### src/rtl/demux_scheduler_pkg.sv
// Shared types and helpers for demux_scheduler.
package demux_sched_pkg;
  typedef enum logic [1:0] {IDLE, ROUTE, DROP} state_t;

  localparam int STAT_W = 16;

  function automatic logic dest_ok(input int unsigned dest, input logic [15:0] mask,
                                   input int unsigned n);
    return (dest < n) && mask[dest[3:0]];
  endfunction
endpackage

### src/rtl/demux_scheduler_if.sv
// Input stream plus N-way output stream bundle for demux_scheduler.
interface demux_scheduler_if #(parameter int N = 5, parameter int DW = 32, parameter int DESTW = 3);
  logic             s_valid;
  logic             s_ready;
  logic [DW-1:0]    s_data;
  logic [DESTW-1:0] s_dest;
  logic             s_last;
  logic [N-1:0]     m_valid;
  logic [N-1:0]     m_ready;
  logic [DW-1:0]    m_data;
  logic             m_last;

  modport master(output s_valid, s_data, s_dest, s_last, m_ready,
                 input  s_ready, m_valid, m_data, m_last);
  modport slave (input  s_valid, s_data, s_dest, s_last, m_ready,
                 output s_ready, m_valid, m_data, m_last);
endinterface

### src/rtl/demux_scheduler_rr_pick.sv
// First set bit of mask at or after ptr, wrapping modulo N.
module rr_pick #(parameter int N = 5, parameter int DESTW = 3) (
  input  logic [N-1:0]     mask,
  input  logic [DESTW-1:0] ptr,
  output logic [DESTW-1:0] idx,
  output logic             found
);
  int j;

  always_comb begin
    idx   = '0;
    found = 1'b0;
    j     = 0;
    for (int i = 0; i < N; i++) begin
      j = int'(ptr) + i;
      if (j >= N) j = j - N;
      if (!found && mask[j]) begin
        found = 1'b1;
        idx   = DESTW'(j);
      end
    end
  end
endmodule

### src/rtl/demux_scheduler.sv
// Packet-locked 1:N stream steering with a single output register stage.
// Optional per-output packet / drop counters under DEMUX_SCHED_STAT_EN.
module demux_scheduler
  import demux_sched_pkg::*;
#(
  parameter int N     = 5,
  parameter int DW    = 32,
  parameter int DESTW = 3
) (
  input  logic           clk,
  input  logic           rst_n,
  input  logic           cfg_rr,
  input  logic [N-1:0]   cfg_en_mask,
  demux_scheduler_if.slave bus,
  output logic           err_drop
`ifdef DEMUX_SCHED_STAT_EN
  ,
  output logic [N*STAT_W-1:0] stat_pkt_cnt,
  output logic [STAT_W-1:0]   stat_drop_cnt
`endif
);
  state_t           state_q, state_d;
  logic [DESTW-1:0] cur_dest, out_dest, rr_ptr, rr_idx, first_dest, beat_dest;
  logic             rr_found, first_ok, accept, load, drain, drop_start, rr_adv;
  logic             out_full, out_last, s_rdy;
  logic [DW-1:0]    out_data;
  logic [N-1:0]     m_vld;

  rr_pick #(.N(N), .DESTW(DESTW)) u_rr_pick (
    .mask (cfg_en_mask),
    .ptr  (rr_ptr),
    .idx  (rr_idx),
    .found(rr_found)
  );

  assign first_dest = cfg_rr ? rr_idx : bus.s_dest;
  assign first_ok   = cfg_rr ? rr_found : dest_ok(32'(bus.s_dest), 16'(cfg_en_mask), N);
  assign drain      = out_full & bus.m_ready[out_dest];

  always_comb begin
    s_rdy = 1'b0;
    if (rst_n) s_rdy = (state_q == DROP) ? 1'b1 : (!out_full | drain);
  end

  assign bus.s_ready = s_rdy;
  assign accept      = bus.s_valid & s_rdy;

  always_comb begin
    state_d    = state_q;
    load       = 1'b0;
    drop_start = 1'b0;
    rr_adv     = 1'b0;
    beat_dest  = cur_dest;
    case (state_q)
      IDLE: begin
        beat_dest = first_dest;
        if (accept) begin
          if (first_ok) begin
            load   = 1'b1;
            rr_adv = bus.s_last;
            if (!bus.s_last) state_d = ROUTE;
          end else begin
            drop_start = 1'b1;
            if (!bus.s_last) state_d = DROP;
          end
        end
      end
      ROUTE: begin
        if (accept) begin
          load = 1'b1;
          if (bus.s_last) begin
            rr_adv  = 1'b1;
            state_d = IDLE;
          end
        end
      end
      DROP:    if (accept && bus.s_last) state_d = IDLE;
      default: state_d = IDLE;
    endcase
  end

  always_ff @(posedge clk or negedge rst_n) begin
    if (!rst_n) begin
      state_q  <= IDLE;
      cur_dest <= '0;
      rr_ptr   <= '0;
      err_drop <= 1'b0;
    end else begin
      state_q  <= state_d;
      err_drop <= drop_start;
      if (state_q == IDLE && load) cur_dest <= first_dest;
      if (rr_adv) rr_ptr <= (beat_dest == DESTW'(N-1)) ? '0 : beat_dest + 1'b1;
    end
  end

  // A load in the same cycle as a drain overwrites the register: no bubble.
  always_ff @(posedge clk or negedge rst_n) begin
    if (!rst_n) begin
      out_full <= 1'b0;
      out_data <= '0;
      out_last <= 1'b0;
      out_dest <= '0;
    end else begin
      out_full <= load | (out_full & !drain);
      if (load) begin
        out_data <= bus.s_data;
        out_last <= bus.s_last;
        out_dest <= beat_dest;
      end
    end
  end

  always_comb begin
    m_vld = '0;
    if (out_full) m_vld[out_dest] = 1'b1;
  end

  assign bus.m_valid = m_vld;
  assign bus.m_data  = out_data;
  assign bus.m_last  = out_last;

`ifdef DEMUX_SCHED_STAT_EN
  logic [N-1:0][STAT_W-1:0] pkt_cnt;
  logic [STAT_W-1:0]        drop_cnt;

  always_ff @(posedge clk or negedge rst_n) begin
    if (!rst_n) begin
      pkt_cnt  <= '0;
      drop_cnt <= '0;
    end else begin
      for (int g = 0; g < N; g++)
        if (m_vld[g] && bus.m_ready[g] && out_last && pkt_cnt[g] != '1)
          pkt_cnt[g] <= pkt_cnt[g] + 1'b1;
      if (err_drop && drop_cnt != '1) drop_cnt <= drop_cnt + 1'b1;
    end
  end

  assign stat_pkt_cnt  = pkt_cnt;
  assign stat_drop_cnt = drop_cnt;
`endif
endmodule
### src/flat_wrapper.sv
// flat-port wrapper written by rule: the top's interface ports become plain ports
module demux_scheduler_flat import demux_sched_pkg::*;
#(
  parameter int N     = 5,
  parameter int DW    = 32,
  parameter int DESTW = 3
)
  (clk, rst_n, cfg_rr, cfg_en_mask, err_drop, bus_s_valid, bus_s_data, bus_s_dest, bus_s_last, bus_m_ready, bus_s_ready, bus_m_valid, bus_m_data, bus_m_last);
  demux_scheduler_if #(.N(N), .DW(DW), .DESTW(DESTW)) bus_i ();
  input  logic clk;
  input  logic rst_n;
  input  logic cfg_rr;
  input  logic [N-1:0] cfg_en_mask;
  output logic err_drop;
  input wire logic [$bits(bus_i.s_valid)-1:0] bus_s_valid;
  input wire logic [$bits(bus_i.s_data)-1:0] bus_s_data;
  input wire logic [$bits(bus_i.s_dest)-1:0] bus_s_dest;
  input wire logic [$bits(bus_i.s_last)-1:0] bus_s_last;
  input wire logic [$bits(bus_i.m_ready)-1:0] bus_m_ready;
  output wire logic [$bits(bus_i.s_ready)-1:0] bus_s_ready;
  output wire logic [$bits(bus_i.m_valid)-1:0] bus_m_valid;
  output wire logic [$bits(bus_i.m_data)-1:0] bus_m_data;
  output wire logic [$bits(bus_i.m_last)-1:0] bus_m_last;
  assign bus_i.s_valid = bus_s_valid;
  assign bus_i.s_data = bus_s_data;
  assign bus_i.s_dest = bus_s_dest;
  assign bus_i.s_last = bus_s_last;
  assign bus_i.m_ready = bus_m_ready;
  assign bus_s_ready = bus_i.s_ready;
  assign bus_m_valid = bus_i.m_valid;
  assign bus_m_data = bus_i.m_data;
  assign bus_m_last = bus_i.m_last;
  demux_scheduler #(.N(N), .DW(DW), .DESTW(DESTW)) u_core (.clk(clk), .rst_n(rst_n), .cfg_rr(cfg_rr), .cfg_en_mask(cfg_en_mask), .bus(bus_i), .err_drop(err_drop));
endmodule
### config.mk
export PLATFORM = sky130hd
export DESIGN_NAME = demux_scheduler_flat
export DESIGN_NICKNAME = d
export VERILOG_FILES = /design/src/rtl/demux_scheduler_pkg.sv /design/src/rtl/demux_scheduler_if.sv /design/src/rtl/demux_scheduler_rr_pick.sv /design/src/rtl/demux_scheduler.sv /design/src/flat_wrapper.sv
export SDC_FILE = /design/constraint.sdc
export NUM_CORES = 1
export LEC_CHECK = 0
export CORE_MARGIN = 5
export CORE_UTILIZATION = 50
export CTS_CLUSTER_DIAMETER = 50
export DETAILED_ROUTE_END_ITERATION = 16
export PLACE_DENSITY = 0.81
export SETUP_SLACK_MARGIN = 0.02
export SYNTH_ARGS = -nofsm -noshare
export SYNTH_HDL_FRONTEND = slang
export SYNTH_HIERARCHICAL = 1
export SYNTH_SLANG_ARGS = --single-unit
### constraint.sdc
create_clock -name clk -period 10.61 [get_ports clk]
set_input_delay 1.5915 -clock clk [delete_from_list [all_inputs] [get_ports clk]]
set_output_delay 1.5915 -clock clk [all_outputs]
set_load 0.05 [all_outputs]
=== Word level (Yosys, flattened, before mapping) ===
Cells that the tools add are included.

* Bits of input ports: 50
* Bits in registers: 46

* Reductions and logical operators: 16
* $add $sub $neg: 10
* Magnitude comparators: 14
* Bitwise logic cells: 5
* Equal/unequal tests: 8
* Multiplexer cells: 63

{| class="wikitable"
|+ Operator list
! operator !! count
|-
| $lt A32 B5 Y1 const B || 5
|-
| $mux W32 || 5
|-
| $mux W1 || 31
|-
| $mux W3 || 8
|-
| $bmux W1 S3 || 7
|-
| $sub A4 B3 Y5 const B || 4
|-
| $ge A4 B3 Y1 const B || 4
|-
| $mux W2 || 7
|-
| $add A3 B2 Y4 const B || 2
|-
| $logic_and A1 B1 Y1 || 8
|-
| $logic_not A1 Y1 || 6
|-
| $ne A2 B2 Y1 const B || 3
|-
| $pmux W2 S3 || 1
|-
| $lt A3 B5 Y1 const B || 1
|-
| $mux W5 || 1
|-
| $reduce_and A5 Y1 || 1
|-
| $add A3 B1 Y4 const B || 1
|-
| $add A3 B3 Y4 const B || 1
|-
| $lt A3 B4 Y1 const B || 1
|-
| $ne A2 B1 Y1 const B || 2
|-
| $pmux W1 S2 || 2
|-
| $sub A3 B3 Y4 const B || 1
|-
| $add A3 B1 Y3 const B || 1
|-
| $and A1 B1 Y1 || 3
|-
| other kinds (9) || 10
|}

=== Longest topological paths before layout ===
* Depth after elaboration: 23
* Gate-level depth with buffers: 20

=== Modules after synthesis ===
The synthesis kept the hierarchy.

{| class="wikitable"
|+ Modules (own cells, without submodules)
! module !! cells each !! seq. area each (µm²) !! times used !! area an instance (µm²)
|-
| demux_scheduler || 157 || 1151.1 || 1 || 2195.9
|-
| rr_pick || 135 || 0.0 || 1 || 998.5
|}

=== Worst setup path after synthesis ===
No wires, ideal clock.

* Kind: input-to-reg
* From: input cfg_en_mask[3]
* To: register u_core.rr_ptr[2]
* Stages on the path: 14
* Arrival: 4565 ps
* Required time: 10485 ps
* Setup slack: 5920 ps
* Cells stage by stage: mux4_2 nand2_1 o31ai_2 nor3_2 or4b_4 or2_4 o41a_1 a31oi_1 mux2i_1 a21oi_1 ha_1 nor2_1 mux2_2 mux2_2

* Longest elaborated chain between the ends: 20
* Elaborated cells on any way between the ends: 45
* Those cells by class: add/sub (1); eq/ne (1); mux (34); reduce/logical (9)

{| class="wikitable"
|+ Ends and longest elaborated chain
! what !! RTL line !! source
|-
| from (decl) || flat_wrapper.sv:13 || <nowiki>input logic [N-1:0] cfg_en_mask;</nowiki>
|-
| $bmux W1 S3 || demux_scheduler_rr_pick.sv:17 || <nowiki>if (!found && mask[j]) begin</nowiki>
|-
| $mux W1 (implied by the code) (2 in series) || demux_scheduler_rr_pick.sv:17 ||
|-
| $mux W1 || demux_scheduler_rr_pick.sv:17 ||
|-
| $logic_not A1 Y1 || demux_scheduler_rr_pick.sv:17 ||
|-
| $logic_and A1 B1 Y1 || demux_scheduler_rr_pick.sv:17 ||
|-
| $mux W1 || demux_scheduler_rr_pick.sv:17 ||
|-
| $logic_not A1 Y1 || demux_scheduler_rr_pick.sv:17 ||
|-
| $logic_and A1 B1 Y1 || demux_scheduler_rr_pick.sv:17 ||
|-
| [5 not listed] || - ||
|-
| $logic_and A1 B1 Y1 || demux_scheduler_rr_pick.sv:17 ||
|-
| $mux W3 (*) || demux_scheduler_rr_pick.sv:17 ||
|-
| named net u_core.rr_idx[0] || demux_scheduler.sv:23 || <nowiki>logic [DESTW-1:0] cur_dest, out_dest, rr_ptr, rr_idx, first_dest, beat_dest;</nowiki>
|-
| $mux W3 (*) || demux_scheduler.sv:36 || <nowiki>assign first_dest = cfg_rr ? rr_idx : bus.s_dest;</nowiki>
|-
| $mux W3 (*) || demux_scheduler.sv:54 || <nowiki>case (state_q)</nowiki>
|-
| named net u_core.beat_dest[0] || demux_scheduler.sv:23 ||
|-
| $add A3 B1 Y3 / $eq A3 B3 Y1 (equally long branches) || demux_scheduler.sv:92 || <nowiki>if (rr_adv) rr_ptr <= (beat_dest == DESTW'(N-1)) ? '0 : beat_dest + 1'b1;</nowiki>
|-
| $mux W3 (*) || demux_scheduler.sv:92 ||
|-
| to (signal assigned) || demux_scheduler.sv:92 ||
|-
| to (decl) || demux_scheduler.sv:23 ||
|}

Mark *: on every way through the listed nets, which the timed path passes. The rest lies on a longest branch. The select of a mux whose other input is x is not followed.
A chain may end at the register's enable or synchronous reset.

=== Final worst setup path ===
* From: input bus_m_ready[1]
* To: output bus_s_ready

* Longest elaborated chain between the ends: 6

{| class="wikitable"
|+ Ends and longest elaborated chain
! what !! RTL line !! source
|-
| from (decl) || flat_wrapper.sv:19 || <nowiki>input wire logic [$bits(bus_i.m_ready)-1:0] bus_m_ready;</nowiki>
|-
| $bmux W1 S3 || demux_scheduler.sv:38 || <nowiki>assign drain = out_full & bus.m_ready[out_dest];</nowiki>
|-
| $mux W1 (implied by the code) || demux_scheduler.sv:38 ||
|-
| $and A1 B1 Y1 || demux_scheduler.sv:38 ||
|-
| $or A1 B1 Y1 || demux_scheduler.sv:42 || <nowiki>if (rst_n) s_rdy = (state_q == DROP) ? 1'b1 : (!out_full | drain);</nowiki>
|-
| $mux W1 (2 in series) || demux_scheduler.sv:42 ||
|-
| to (decl) || flat_wrapper.sv:20 || <nowiki>output wire logic [$bits(bus_i.s_ready)-1:0] bus_s_ready;</nowiki>
|}

Every way passes these cells. The select of a mux whose other input is x is not followed.

==> results.sh <==
export IMPL_status="complete, no violations"
export IMPL_worstPathRequired_ns=9.02
export IMPL_cts_sinks=46
export IMPL_core_mm2=0.00628
export IMPL_yosysMostFrequentCell="dfrtp_1"
export IMPL_placementRows=29
export IMPL_reg2reg_from="u_core/rr_ptr[0]$_DFFE_PN0P_"
export IMPL_crit_fanout=4
export IMPL_die_height_um=89.9
export IMPL_place_congestion=0.893
export IMPL_slew_headroom_pct=40.5
export IMPL_antenna_found_initial=0
export IMPL_stdcell_count=457
export IMPL_wl_mm=8.35
export IMPL_gr_total_overflow=0
export IMPL_hold_path_class="register to register"
export IMPL_grt_max_degree=49
export IMPL_dp_hpwl_mm=6.29
export IMPL_ios=90
export IMPL_start_util_pct=50.9
export IMPL_grt_pass1_vias=2836
export IMPL_ctsHoldBuffers=0
export IMPL_cts_max_level=2
export IMPL_setup_violations=0
export IMPL_cts_tree="done"
export IMPL_ys_top_cells_by_area="dfrtp_1 36%, mux2_4 13%, mux2_2 4.9%"
export IMPL_ys_seq_area_share_pct=36.0
export IMPL_tns_ns=0
export IMPL_io_buffer_count=89
export IMPL_syn_to_final_growth_pct=30.9
export IMPL_yosys_top_cells_count="46 x dfrtp_1, 28 x mux2_4, 26 x nor2_1"
export IMPL_tightestPinTransition_ns=0.893
export IMPL_path_cells="clkdlybuf4s50_1 > mux4_2 > a221oi_2 > a21boi_0 > clkdlybuf4s50_1"
export IMPL_synth_seq_cells=46
export IMPL_rsz0062_at_grt="false"
export IMPL_finClkSkew_ns=0.00802
export IMPL_final_hold_viol_count=0
export IMPL_synth_edf_count=0
export IMPL_fillers=461
export IMPL_first_pass_iters=4
export IMPL_finish_net_count=441
export IMPL_synth_area_mm2=0.00319
export IMPL_synthesis_nets=354
export IMPL_maxSlewViolCount=0
export IMPL_crit_path_start_kind="input port"
export IMPL_ys_types=69
export IMPL_track_usage_pct=20.5
export IMPL_crit_type="input port to primary output"
export IMPL_fmax_mhz=185
export IMPL_period_share_pct=50.8
export IMPL_critPathSlowestCell="clkdlybuf4s50_1"
export IMPL_grt_pass1_wl_mm=13.9
export IMPL_cts_setup_buffers=0
export IMPL_worst_setup_path_end_kind="primary output"
export IMPL_arrival_ns=3.80
export IMPL_hold_start="u_core/state_q[0]$_DFFE_PN0P_"
export IMPL_die_w_um=89.9
export IMPL_synth_area_per_cell_um2=10.9
export IMPL_ctsResizeCount=0
export IMPL_min_period_ns=5.39
export IMPL_drc_errors=0
export IMPL_antenna_left=0
export IMPL_cp_startpoint="bus_m_ready[1]"
export IMPL_insertion_delay_ns=0.30
export IMPL_ys_warn_count=6
export IMPL_maxCapViolCount=0
export IMPL_wl_per_cell_um=18.3
export IMPL_viasPerCell=5.88
export IMPL_synth_top_area_share_pct=36.0
export IMPL_synth_top_flop_cell="dfrtp_1"
export IMPL_max_stage_delay_ns=0.74
export IMPL_path_clk_slew_ns=0.09
export IMPL_crit_path_frequent_cell="clkdlybuf4s50_1"
export IMPL_place_inst=449
export IMPL_cts_buffer_depth=2
export IMPL_yosysTopAreaCell="dfrtp_1"
export IMPL_root_buffer="clkbuf_8"
export IMPL_postSynthCellCount=292
export IMPL_num_vias=2686
export IMPL_cts_made_buffers=5
export IMPL_ys_async_sr_fraction_pct=100
export IMPL_antenna_cells=0
export IMPL_die_area_mm2=0.00809
export IMPL_drive_above_1_share_pct=18.9
export IMPL_drt_initial_drc_count=124
-- final timing paths --
path / end / slack [ns] / cells past startpoint
max in group asynchronous: u_core/out_dest[0]$_DFFE_PN0P_ / 8.84 / 2
max reg2reg: u_core/rr_ptr[2]$_DFFE_PN0P_ / 5.63 / 17
max: bus_s_ready / 5.22 / 5
min reg2reg: u_core/state_q[1]$_DFFE_PN0P_ / 0.51 / 1
min: u_core/state_q[1]$_DFFE_PN0P_ / 0.51 / 1
min in group asynchronous: u_core/bus.m_data[17]$_DFFE_PN0P_ / 1.37 / 2
-- final cells by class --
cell class | count | area [µm²] | share of cell area (%)
multi-input combinational | 217 | 1860 | 44.4
sequential | 46 | 1150 | 27.5
timing repair buffer | 90 | 893 | 21.4
tap | 77 | 96.3 | 2.30
inverter | 19 | 71.3 | 1.71
clock buffer | 5 | 68.8 | 1.65
clock inverter | 3 | 43.8 | 1.05
-- layout by cell type, fill, tap and decap left out, types with 2 or more instances in the layout --
master	count
o41ai_1	2
a31oi_1	7
xnor2_1	3
and2_1	2
o211a_1	2
a211oi_1	5
nor3b_1	3
ha_1	12
nand2_1	12
clkbuf_8	5
inv_1	18
nor2_1	26
o22ai_1	3
mux2_2	14
mux2i_1	8
a221oi_1	2
o211ai_1	2
and3_1	2
clkdlybuf4s50_1	88
o21ai_1	2
nor4_1	2
a211o_2	2
nand3_1	3
o21ai_0	6
mux4_2	3
a21boi_0	2
nand2b_1	4
nor2b_1	2
mux2_4	28
dfrtp_1	46
or3_1	2
a31o_2	2
mux2_1	3
a21oi_1	16
nor3_2	2
nor3_1	4
-- per-stage QoR --
stage	instance area [µm²]	utilization, %	hold WS, ns	worst slack (ns)
after floorplan	3190	-	0.456	5.92
after global placement	4070	64.8	0.487	5.20
after detailed placement	4070	64.8	0.492	5.08
after CTS	4180	66.6	0.505	5.21
after global routing	4180	66.6	0.534	5.03
final	4180	66.6	0.506	5.22
-- worst max-delay path: cells and delay by family --
| family | cells | cell delay [ns] |
|---|---|---|
| buf+inv | 2 | 1.14 |
| mux | 1 | 0.47 |
| compound gates | 2 | 0.59 |
-- kinds of logic (layout without fill, tap and decap cells) --
kind of cell             Yosys count  after routing  share of synthesized area (%)
AO/OA/AOI/OAI                     68             68                           15.4
XOR/XNOR                           4              4                           1.10
buffers and inverters             29            117                           5.84
flip-flops                        46             46                           36.0
adder cells (fa/ha/maj)           12             12                           4.70
multiplexers                      56             56                           23.8
AND/OR/NAND/NOR                   77             77                           13.1
-- state kept, by name, indices dropped and copies added (netlist names) --
| signal | flops |
|---|---|
| u_core/state_q | 2 |
| u_core/err_drop | 1 |
| u_core/out_full | 1 |
| u_core/rr_ptr | 3 |
| u_core/bus.m_last | 1 |
| u_core/bus.m_data | 32 |
| u_core/cur_dest | 3 |
| u_core/out_dest | 3 |
-- layer usage --
metal	global-route usage, %	share of wire (%)	up-vias
li1	-	-	1247
met4	7.57	3.4	0
met2	32.4	45	125
met5	0	0	-
met3	7.10	9.5	23
met1	25.9	42	1291
Power is not shown: default switching activity piles up to over one toggle a cycle in this logic, so the estimate is an artifact.
